### src/rtl/vga_frame_renderer_if.sv
// Connects the game-state VRAM word bus to the renderer, and the renderer to the VGA DAC pins.
interface vga_frame_renderer_if #(
  parameter int N    = 32,
  parameter int SIZE = 10
);
  logic [SIZE-1:0][N-1:0] vram_words;
  logic                   vga_clk;
  logic                   hsync;
  logic                   vsync;
  logic                   blank_n;
  logic                   sync_n;
  logic [7:0]             red;
  logic [7:0]             green;
  logic [7:0]             blue;
  logic                   frame_start;

  modport master (
    input  vram_words,
    output vga_clk, hsync, vsync, blank_n, sync_n, red, green, blue, frame_start
  );

  modport slave (
    output vram_words,
    input  vga_clk, hsync, vsync, blank_n, sync_n, red, green, blue, frame_start
  );
endinterface

### src/rtl/vga_frame_renderer.sv
// 640x480@60 VGA renderer: latches the game state once per frame in vertical blank
// and paints sky, ground, two pipe pairs and the bird, with syncs, one pixel behind the counters.
module vga_frame_renderer #(
  parameter int N        = 32,
  parameter int SIZE     = 10,
  parameter int PIPE_W   = 52,
  parameter int GAP_H    = 120,
  parameter int BIRD_X   = 64,
  parameter int BIRD_SZ  = 16,
  parameter int GROUND_Y = 440
) (
  input logic                  clk,
  input logic                  rst,
  vga_frame_renderer_if.master bus
);

  localparam logic [9:0] H_VIS    = 10'd640;
  localparam logic [9:0] H_SYNC_S = 10'd656;
  localparam logic [9:0] H_SYNC_E = 10'd751;
  localparam logic [9:0] H_MAX    = 10'd799;
  localparam logic [9:0] V_VIS    = 10'd480;
  localparam logic [9:0] V_SYNC_S = 10'd490;
  localparam logic [9:0] V_SYNC_E = 10'd491;
  localparam logic [9:0] V_MAX    = 10'd524;

  localparam logic [11:0] BIRD_X0 = 12'(BIRD_X);
  localparam logic [11:0] BIRD_X1 = 12'(BIRD_X + BIRD_SZ);
  localparam logic [11:0] BIRD_S  = 12'(BIRD_SZ);
  localparam logic [11:0] PIPE_WD = 12'(PIPE_W);
  localparam logic [11:0] GAP_HT  = 12'(GAP_H);
  localparam logic [11:0] GND_Y   = 12'(GROUND_Y);

  localparam logic [23:0] C_BIRD  = 24'hFFD800;
  localparam logic [23:0] C_DEAD  = 24'hFF0000;
  localparam logic [23:0] C_PIPE  = 24'h00A000;
  localparam logic [23:0] C_GND   = 24'hDED895;
  localparam logic [23:0] C_SKY   = 24'h70C5CE;

  logic [SIZE-1:0][N-1:0] words;
  logic                   pix_en;
  logic [9:0]             h_cnt;
  logic [9:0]             v_cnt;
  logic [10:0]            bird_y;
  logic [10:0]            pipe0_x;
  logic [10:0]            pipe0_gap;
  logic [10:0]            pipe1_x;
  logic [10:0]            pipe1_gap;
  logic [10:0]            score;
  logic                   game_over;
  logic                   snap;
  logic                   frame_start_q;
  logic                   hsync_q;
  logic                   vsync_q;
  logic                   blank_q;
  logic [23:0]            rgb_q;
  logic [11:0]            h12;
  logic [11:0]            v12;
  logic                   visible;
  logic                   bird_hit;
  logic                   pipe0_hit;
  logic                   pipe1_hit;
  logic [23:0]            pix_rgb;
  logic                   unused_bits;

  assign words = bus.vram_words;

  // Score is held for a later overlay; the upper word bits carry nothing for this block.
  assign unused_bits = ^{words, score};

  always_ff @(posedge clk or posedge rst) begin
    if (rst) pix_en <= 1'b0;
    else     pix_en <= ~pix_en;
  end

  always_ff @(posedge clk or posedge rst) begin
    if (rst) begin
      h_cnt <= 10'd0;
      v_cnt <= 10'd0;
    end else if (pix_en) begin
      if (h_cnt == H_MAX) begin
        h_cnt <= 10'd0;
        v_cnt <= (v_cnt == V_MAX) ? 10'd0 : v_cnt + 10'd1;
      end else begin
        h_cnt <= h_cnt + 10'd1;
      end
    end
  end

  // First blank line, so every visible row of the coming frame sees one consistent state.
  assign snap = pix_en && (h_cnt == 10'd0) && (v_cnt == V_VIS);

  always_ff @(posedge clk or posedge rst) begin
    if (rst) begin
      bird_y    <= 11'd0;
      pipe0_x   <= 11'd0;
      pipe0_gap <= 11'd0;
      pipe1_x   <= 11'd0;
      pipe1_gap <= 11'd0;
      score     <= 11'd0;
      game_over <= 1'b0;
    end else if (snap) begin
      bird_y    <= words[0][10:0];
      pipe0_x   <= words[1][10:0];
      pipe0_gap <= words[2][10:0];
      pipe1_x   <= words[3][10:0];
      pipe1_gap <= words[4][10:0];
      score     <= words[5][10:0];
      game_over <= words[6][0];
    end
  end

  always_ff @(posedge clk or posedge rst) begin
    if (rst) frame_start_q <= 1'b0;
    else     frame_start_q <= snap;
  end

  function automatic logic pipe_at(input logic [11:0] h, input logic [11:0] v,
                                   input logic [10:0] x, input logic [10:0] gap);
    logic [11:0] x12;
    logic [11:0] g12;
    x12 = {1'b0, x};
    g12 = {1'b0, gap};
    return (h >= x12) && (h < x12 + PIPE_WD) && (v < GND_Y) &&
           !((v >= g12) && (v < g12 + GAP_HT));
  endfunction

  assign h12       = {2'b00, h_cnt};
  assign v12       = {2'b00, v_cnt};
  assign visible   = (h_cnt < H_VIS) && (v_cnt < V_VIS);
  assign bird_hit  = (h12 >= BIRD_X0) && (h12 < BIRD_X1) &&
                     (v12 >= {1'b0, bird_y}) && (v12 < {1'b0, bird_y} + BIRD_S);
  assign pipe0_hit = pipe_at(h12, v12, pipe0_x, pipe0_gap);
  assign pipe1_hit = pipe_at(h12, v12, pipe1_x, pipe1_gap);

  always_comb begin
    pix_rgb = C_SKY;
    if (bird_hit)                    pix_rgb = game_over ? C_DEAD : C_BIRD;
    else if (pipe0_hit || pipe1_hit) pix_rgb = C_PIPE;
    else if (v12 >= GND_Y)           pix_rgb = C_GND;
  end

  always_ff @(posedge clk or posedge rst) begin
    if (rst) begin
      hsync_q <= 1'b1;
      vsync_q <= 1'b1;
      blank_q <= 1'b0;
      rgb_q   <= 24'h000000;
    end else if (pix_en) begin
      hsync_q <= !((h_cnt >= H_SYNC_S) && (h_cnt <= H_SYNC_E));
      vsync_q <= !((v_cnt >= V_SYNC_S) && (v_cnt <= V_SYNC_E));
      blank_q <= visible;
      rgb_q   <= visible ? pix_rgb : 24'h000000;
    end
  end

  assign bus.vga_clk     = pix_en;
  assign bus.hsync       = hsync_q;
  assign bus.vsync       = vsync_q;
  assign bus.blank_n     = blank_q;
  assign bus.sync_n      = 1'b0;
  assign bus.red         = rgb_q[23:16];
  assign bus.green       = rgb_q[15:8];
  assign bus.blue        = rgb_q[7:0];
  assign bus.frame_start = frame_start_q;

endmodule

### src/flat_wrapper.sv
// flat-port wrapper written by rule: the top's interface ports become plain ports
module vga_frame_renderer_flat 
#(
  parameter int N        = 32,
  parameter int SIZE     = 10,
  parameter int PIPE_W   = 52,
  parameter int GAP_H    = 120,
  parameter int BIRD_X   = 64,
  parameter int BIRD_SZ  = 16,
  parameter int GROUND_Y = 440
)
  (clk, rst, bus_vram_words, bus_vga_clk, bus_hsync, bus_vsync, bus_blank_n, bus_sync_n, bus_red, bus_green, bus_blue, bus_frame_start);
  vga_frame_renderer_if #(.N(N), .SIZE(SIZE)) bus_i ();
  input logic clk;
  input logic rst;
  input wire logic [$bits(bus_i.vram_words)-1:0] bus_vram_words;
  output wire logic [$bits(bus_i.vga_clk)-1:0] bus_vga_clk;
  output wire logic [$bits(bus_i.hsync)-1:0] bus_hsync;
  output wire logic [$bits(bus_i.vsync)-1:0] bus_vsync;
  output wire logic [$bits(bus_i.blank_n)-1:0] bus_blank_n;
  output wire logic [$bits(bus_i.sync_n)-1:0] bus_sync_n;
  output wire logic [$bits(bus_i.red)-1:0] bus_red;
  output wire logic [$bits(bus_i.green)-1:0] bus_green;
  output wire logic [$bits(bus_i.blue)-1:0] bus_blue;
  output wire logic [$bits(bus_i.frame_start)-1:0] bus_frame_start;
  assign bus_i.vram_words = bus_vram_words;
  assign bus_vga_clk = bus_i.vga_clk;
  assign bus_hsync = bus_i.hsync;
  assign bus_vsync = bus_i.vsync;
  assign bus_blank_n = bus_i.blank_n;
  assign bus_sync_n = bus_i.sync_n;
  assign bus_red = bus_i.red;
  assign bus_green = bus_i.green;
  assign bus_blue = bus_i.blue;
  assign bus_frame_start = bus_i.frame_start;
  vga_frame_renderer #(.N(N), .SIZE(SIZE), .PIPE_W(PIPE_W), .GAP_H(GAP_H), .BIRD_X(BIRD_X), .BIRD_SZ(BIRD_SZ), .GROUND_Y(GROUND_Y)) u_core (.clk(clk), .rst(rst), .bus(bus_i));
endmodule
### config.mk
export PLATFORM = sky130hd
export DESIGN_NAME = vga_frame_renderer_flat
export DESIGN_NICKNAME = d
export VERILOG_FILES = /design/src/rtl/vga_frame_renderer_if.sv /design/src/rtl/vga_frame_renderer.sv /design/src/flat_wrapper.sv
export SDC_FILE = /design/constraint.sdc
export NUM_CORES = 1
export LEC_CHECK = 0
export ABC_AREA = 1
export BUFFER_PORTS_ARGS = -buffer_cell sky130_fd_sc_hd__buf_2
export CAP_MARGIN = 20
export CORE_AREA = 2 2 136 138
export CTS_BUF_LIST = sky130_fd_sc_hd__clkbuf_8
export DETAILED_ROUTE_END_ITERATION = 8
export DIE_AREA = 0 0 138 140
export PLACE_DENSITY_LB_ADDON = 0.05
export SLEW_MARGIN = 20
export SYNTH_ARGS = -nofsm -noshare
export SYNTH_HDL_FRONTEND = slang
export SYNTH_SLANG_ARGS = --single-unit
### constraint.sdc
create_clock -name clk -period 5.9 [get_ports clk]
set_input_delay 0.295 -clock clk [delete_from_list [all_inputs] [get_ports clk]]
set_output_delay 0.295 -clock clk [all_outputs]
set_load 0.005 [all_outputs]
Word-level counts from Yosys, hierarchy flattened
Index checks and enable logic that the tools add are counted.
{ "op_classes": {"n_addsub": 7, "magnitude_cmp": 20, "eq_ne": 3, "mux": 7, "bitwise": 1, "n_reduce_logical": 23} }
{ "ops": {"columns": ["op", "count"], "rows": [
  ["$mux 24", 4],
  ["$lt 10x12->1", 5],
  ["$ge 10x11->1", 5],
  ["$add 11x6->12 const B", 2],
  ["$add 11x7->12 const B", 2],
  ["$add 10x1->10 const B", 2],
  ["$eq 10x10->1 const B", 2],
  ["$ge 10x9->1 const B", 2],
  ["$lt 10x9->1 const B", 2],
  ["$mux 10", 2],
  ["$logic_and 1x1->1", 16],
  ["$mux 16", 1],
  ["$add 11x5->12 const B", 1],
  ["$eq 10x9->1 const B", 1],
  ["$ge 10x10->1 const B", 1],
  ["$ge 10x7->1 const B", 1],
  ["$le 10x10->1 const B", 1],
  ["$le 10x9->1 const B", 1],
  ["$logic_not 10->1", 1],
  ["$lt 10x10->1 const B", 1],
  ["$lt 10x7->1 const B", 1],
  ["$logic_not 1->1", 4],
  ["$reduce_and 2->1", 1],
  ["$logic_or 1x1->1", 1],
  ["$not 1->1", 1]
]} }
{ "totals": {"ff_bits": 105, "inputBits": 322, "out_inout_bits": 30} }

Longest topological paths before layout
{ "depth": {"depth_word": 9, "depth_mapped": 18} }

Worst setup path before layout
No wires, ideal clock.
{ "synth_timing": {"kind": "flip-flop to flip-flop", "start": "register u_core.pipe1_x[4]", "end": "register u_core.rgb_q[22]", "arrival_ns": 2.122, "slack_ns": 3.662, "stages_incl_launch_ff": 17, "cell_sequence": "dfrtp_1 inv_1 o21ai_0 o21ai_0 xor2_1 ha_1 a21o_1 nor2_1 nand2_1 nand2_1 nand2_1 a21oi_1 nand3_2 nand2_1 nand2_1 nand2_1 nand2_1"} }
{ "synth_via": {"elab_chain_cells": 9} }
{ "synth_lines": {"columns": ["element", "line_no", "source"], "rows": [
  ["from (decl)", "vga_frame_renderer.sv:46", "logic [10:0] pipe1_x;"],
  ["from (signal assigned)", "vga_frame_renderer.sv:105", "pipe1_x <= words[3][10:0];"],
  ["$add 11x6->12", "vga_frame_renderer.sv:123", "return (h >= x12) && (h < x12 + PIPE_WD) && (v < GND_Y) &&"],
  ["$lt 10x12->1", "vga_frame_renderer.sv:123", null],
  ["$logic_and 1x1->1 (*) (3 in a row)", "vga_frame_renderer.sv:123", null],
  ["$logic_or 1x1->1 (*)", "vga_frame_renderer.sv:138", "else if (pipe0_hit || pipe1_hit) pix_rgb = C_PIPE;"],
  ["$mux 24 (*)", "vga_frame_renderer.sv:138", null],
  ["$mux 24 (*)", "vga_frame_renderer.sv:137", "if (bird_hit) pix_rgb = game_over ? C_DEAD : C_BIRD;"],
  ["$mux 24 (*)", "vga_frame_renderer.sv:152", "rgb_q <= visible ? pix_rgb : 24'h000000;"],
  ["to (signal assigned)", "vga_frame_renderer.sv:152", null],
  ["to (decl)", "vga_frame_renderer.sv:55", "logic [23:0] rgb_q;"]
]} }
Mark *: on every way between the ends. The rest lies on a longest branch, timed or not.
A chain may end at the register's enable or synchronous reset.

Worst setup path after layout
{ "layout_timing": {"start": "register u_core.v_cnt[7]", "end": "register u_core.bird_y[3]"} }
{ "layout_via": {"elab_chain_cells": 2} }
{ "layout_lines": {"columns": ["element", "line_no", "source"], "rows": [
  ["from (decl)", "vga_frame_renderer.sv:42", "logic [9:0] v_cnt;"],
  ["from (signal assigned)", "vga_frame_renderer.sv:82", "v_cnt <= (v_cnt == V_MAX) ? 10'd0 : v_cnt + 10'd1;"],
  ["$eq 10x9->1", "vga_frame_renderer.sv:90", "assign snap = pix_en && (h_cnt == 10'd0) && (v_cnt == V_VIS);"],
  ["$logic_and 1x1->1", "vga_frame_renderer.sv:90", null],
  ["to (signal assigned)", "vga_frame_renderer.sv:102", "bird_y <= words[0][10:0];"],
  ["to (decl)", "vga_frame_renderer.sv:43", "logic [10:0] bird_y;"]
]} }
No other way between the ends.

==> metrics list <==
- Most common library cell in the layout ignoring fill and taps: nand2_1
- In the global route stage, overall resource usage came out at 0.1849.
- Inserted Clock Buffers: 9
- Critical path class: flip-flop to flip-flop
- Measured along the x axis, the die boundary spans ~140 um.
* Floorplan die area: 0.01932 mm^2
* Detailed-route wire length per cell: ~14 um
* Share of post-route cells with drive strength above 1: 0.1794
- Before CTS, the worst setup slack after placement is 2.749 ns.
- After detailed routing, the number of remaining DRC violations is 0.
* Iter 0 DRT Violations: between 200 and 250
* IR drop worst, VDD: slightly below 100 uV
* Final estimated routing congestion in global placement: between 0.8 and 0.9
- Maximum count of clock buffers along a single path: 2
* Count of nets after finishing: roughly 1400
- Post-Route WL: 17.09 mm
- Count of unique library cells instantiated by Yosys: 42
- Number of instances in the synthesized netlist: around 890
* Via count of the first global-routing pass: roughly 5600
- Pin placement for this block handled approximately 350 I/O pins.
* Worst Max-Slew Pin Slew: a little under 0.9 ns
- Sequence of cells on the critical path: nand2_1, inv_2, nand2_1, nor2_2, nand3_2, inv_4, buf_4, nand2_1, o21ai_2
* GRT overflow: 0
- The clock reaches the later pin of the worst-skew pair after around 0.38 ns.
- The run finished with clean final reports.
- Power Density: between 100 and 150 mW/mm^2
* Syn avg cell area: around 7.9 um^2
- RSZ-0062 raised after global routing: false
- Of the available clock period, the critical path in the final layout requires 0.5237.
* Detailed-routing iteration count for the pre-antenna-repair pass: 4
- Fillers: ~1900
- Average via count per standard cell: 4.746
- Clock Skew: about 0.012 ns
* Area of the mapped netlist: roughly 0.007 mm^2
* Area growth, synth to finish: 10.55%
- The worst setup path is captured at a flip-flop.
- Antenna cell count: 0
* Quantity of I/O buffers inserted on ports: 84
* Largest delay contributor family on the critical path: buffers and inverters
- After clock tree synthesis, the clock-pin slew on the worst setup and hold paths is 0.09 ns.
- Max H-tree Level: 3
* Static leakage power: roughly 4.2 nW
- Class of the most critical hold timing path: primary input to flip-flop
* Max capacitance violation total: 0
- Layout Utilization: 0.4365
- Post-DP HPWL: 12.94 mm
* Final count of pins violating max slew: 0
* Crit path launch type: flip-flop
- Initial cell density of the core: 0.3948
* Post-layout instance area: 0.007760 mm^2
- Share of the yosys chip area belonging to registers: 0.3283
- Headroom to the max-slew limit: 0.4074
- Summing all multi-input logic gate instances after layout gives 0.004019 mm^2.
- Number of antenna violations at the first check in global routing: 0
* Number of buffer and inverter instances along the worst setup path: 3
- Flop and latch count out of synthesis: 92
* Placeable core region: 0.01778 mm^2
- Setup violations remaining at the end of the flow were counted as 0.
- Root Driver: clkbuf_8
- Tightest hold margin: ~0.11 ns
- The final route contains around 5700 vias.
- Slowest CP cell: inv_4
* Biggest cell delay along the critical path: approximately 0.76 ns
- Sinks on Clock Net: a little over 90
- Row generation in the floorplan step produced ~50 rows.
* Yosys warning count: 0
* Largest net degree at the start of global routing: 69
- PnR worst setup slack: between 2 and 3 ns
* Post_cts resized: 0
* Final number of hold-violating endpoints: 0
- Timing would allow up to around 0.32 GHz.
- Die height: 140 um
- Remaining antenna violation count: 0
* Setup tns final: 0 ns
- Required arrival time at the worst endpoint: 6.20 ns
* Critical path fanouts, max: slightly below 70
* Placed cell area: 0.007535 mm^2
- Register cell area after layout: 0.002305 mm^2
- In the layout the commonest cells are 215 x nand2_1, 122 x inv_1, 96 x ha_1.
- The cell that appears most often on the critical path is nand2_1.
- Wire length of the first global-routing pass: between 20 and 30 mm
* CTS tree: built
* Arrival time reported for the critical path endpoint: 3.39 ns
- Final critical delay including setup and external delays: approximately 3 ns
==> metrics by stage <==
step / cells / power (mW)
detailed placement: 1183 / 0.6799
finish: 1199 / 1.149
global placement: 1183 / 0.6802
floorplan: 896 / 0.6536
global route: 1199 / 1.198
CTS: 1199 / 1.172
==> synth_stat cells (all sizes together) <==
cell     count  area (um^2)
nand2      242        975.9
a211oi       1        7.510
a2111oi      1        8.760
inv        127        476.7
nor4         2        18.77
nor3        18        100.1
nand3       36        195.2
nand3b       4        30.03
a311oi       1        15.01
dfrtp       90         2252
xor2        28        245.2
o21bai       1        7.510
o21a         2        15.01
conb         1        3.750
o21ai       73        478.0
ha          96         1201
nand4       19        118.9
a21oi       39        195.2
o32ai        1        8.760
xnor2        4        35.03
dfstp        2        52.55
nor3b        4        30.03
clkinv       2        8.750
nor2        59        224.0
a22oi        2        15.01
clkbuf       1        3.750
buf         27        214.0
o211ai       1        7.510
a21o        10        75.07
==> where the power goes <==
group          switching (mW)  leakage, nW  internal [mW]
logic                  0.0221         3.16         0.0142
registers                   0        0.935          0.630
clock network           0.236        0.114          0.247
==> path summary, 6_finish.rpt <==
kind                                              endpoint                          from  depth (start not counted)  slack (ns)
setup / recovery              u_core.bird_y[3]$_DFFE_PP0P_   u_core.v_cnt[7]$_DFFE_PP0P_                          9        2.81
hold / removal              u_core.pipe0_x[10]$_DFFE_PP0P_            bus_vram_words[42]                          3        0.11
setup reg to reg              u_core.bird_y[3]$_DFFE_PP0P_   u_core.v_cnt[7]$_DFFE_PP0P_                          9        2.81
hold reg to reg               u_core.rgb_q[15]$_DFFE_PP0P_  u_core.rgb_q[15]$_DFFE_PP0P_                          2        0.49
max in group asynchronous    u_core.pipe1_x[3]$_DFFE_PP0P_                           rst                          4        4.29
min in group asynchronous  u_core.pipe1_gap[2]$_DFFE_PP0P_                           rst                          3        0.46
==> timing repair <==
item                                    4_1_cts  5_1_grt
setup buffers                                 0        0
hold endpoints to repair                     34        0
hold buffers                                  1        0
endpoints found under the setup margin        0        0
==> kinds of logic (layout without fill, tap and decap cells) <==
group,Yosys count,in the layout,synth area share
AND/OR/NAND/NOR,384,384,0.2412
buffers and inverters,157,231,0.1002
AO/OA/AOI/OAI,132,132,0.1187
adder cells (fa/ha/maj),96,96,0.1711
flip-flops,92,92,0.3283
XOR/XNOR,32,32,0.03993
other,1,3,0.0005342
==> per-layer routing <==
| layer | GRT usage | vias to the layer above | part of all wire |
|---|---|---|---|
| met3 | 0.03385 | 9 | 0.031 |
| met5 | 0 | - | 0 |
| met2 | 0.3085 | 79 | 0.46 |
| met1 | 0.2534 | 2580 | 0.50 |
| met4 | 0.03598 | 0 | 0.0069 |
| li1 | - | 3023 | - |
==> registers in the layout, indices dropped and copies added (netlist names), 10 cells and up <==
name,flops
u_core.bird_y,11
u_core.h_cnt,10
u_core.pipe0_gap,11
u_core.pipe0_x,11
u_core.pipe1_gap,11
u_core.pipe1_x,11
u_core.rgb_q,11
u_core.v_cnt,10
==> final cells by class <==
cell class / instances / share of cell area
Clock buffer: 10 / 0.01774
Clock inverter: 5 / 0.009997
Inverter: 129 / 0.06304
Multi-Input combinational cell: 647 / 0.5179
Sequential cell: 92 / 0.2970
Tap cell: 229 / 0.03692
Timing Repair Buffer: 87 / 0.05740
==> worst reg2reg max path, cell delays in order, from the launching register on <==
cell and delay (ns):
dfrtp_1 0.67, nand2_1 0.14, inv_2 0.09, nand2_1 0.10, nor2_2 0.16, nand3_2 0.29, inv_4 0.76, buf_4 0.55
nand2_1 0.18, o21ai_2 0.08
No activity file was read; power rests on OpenSTA's default activity.
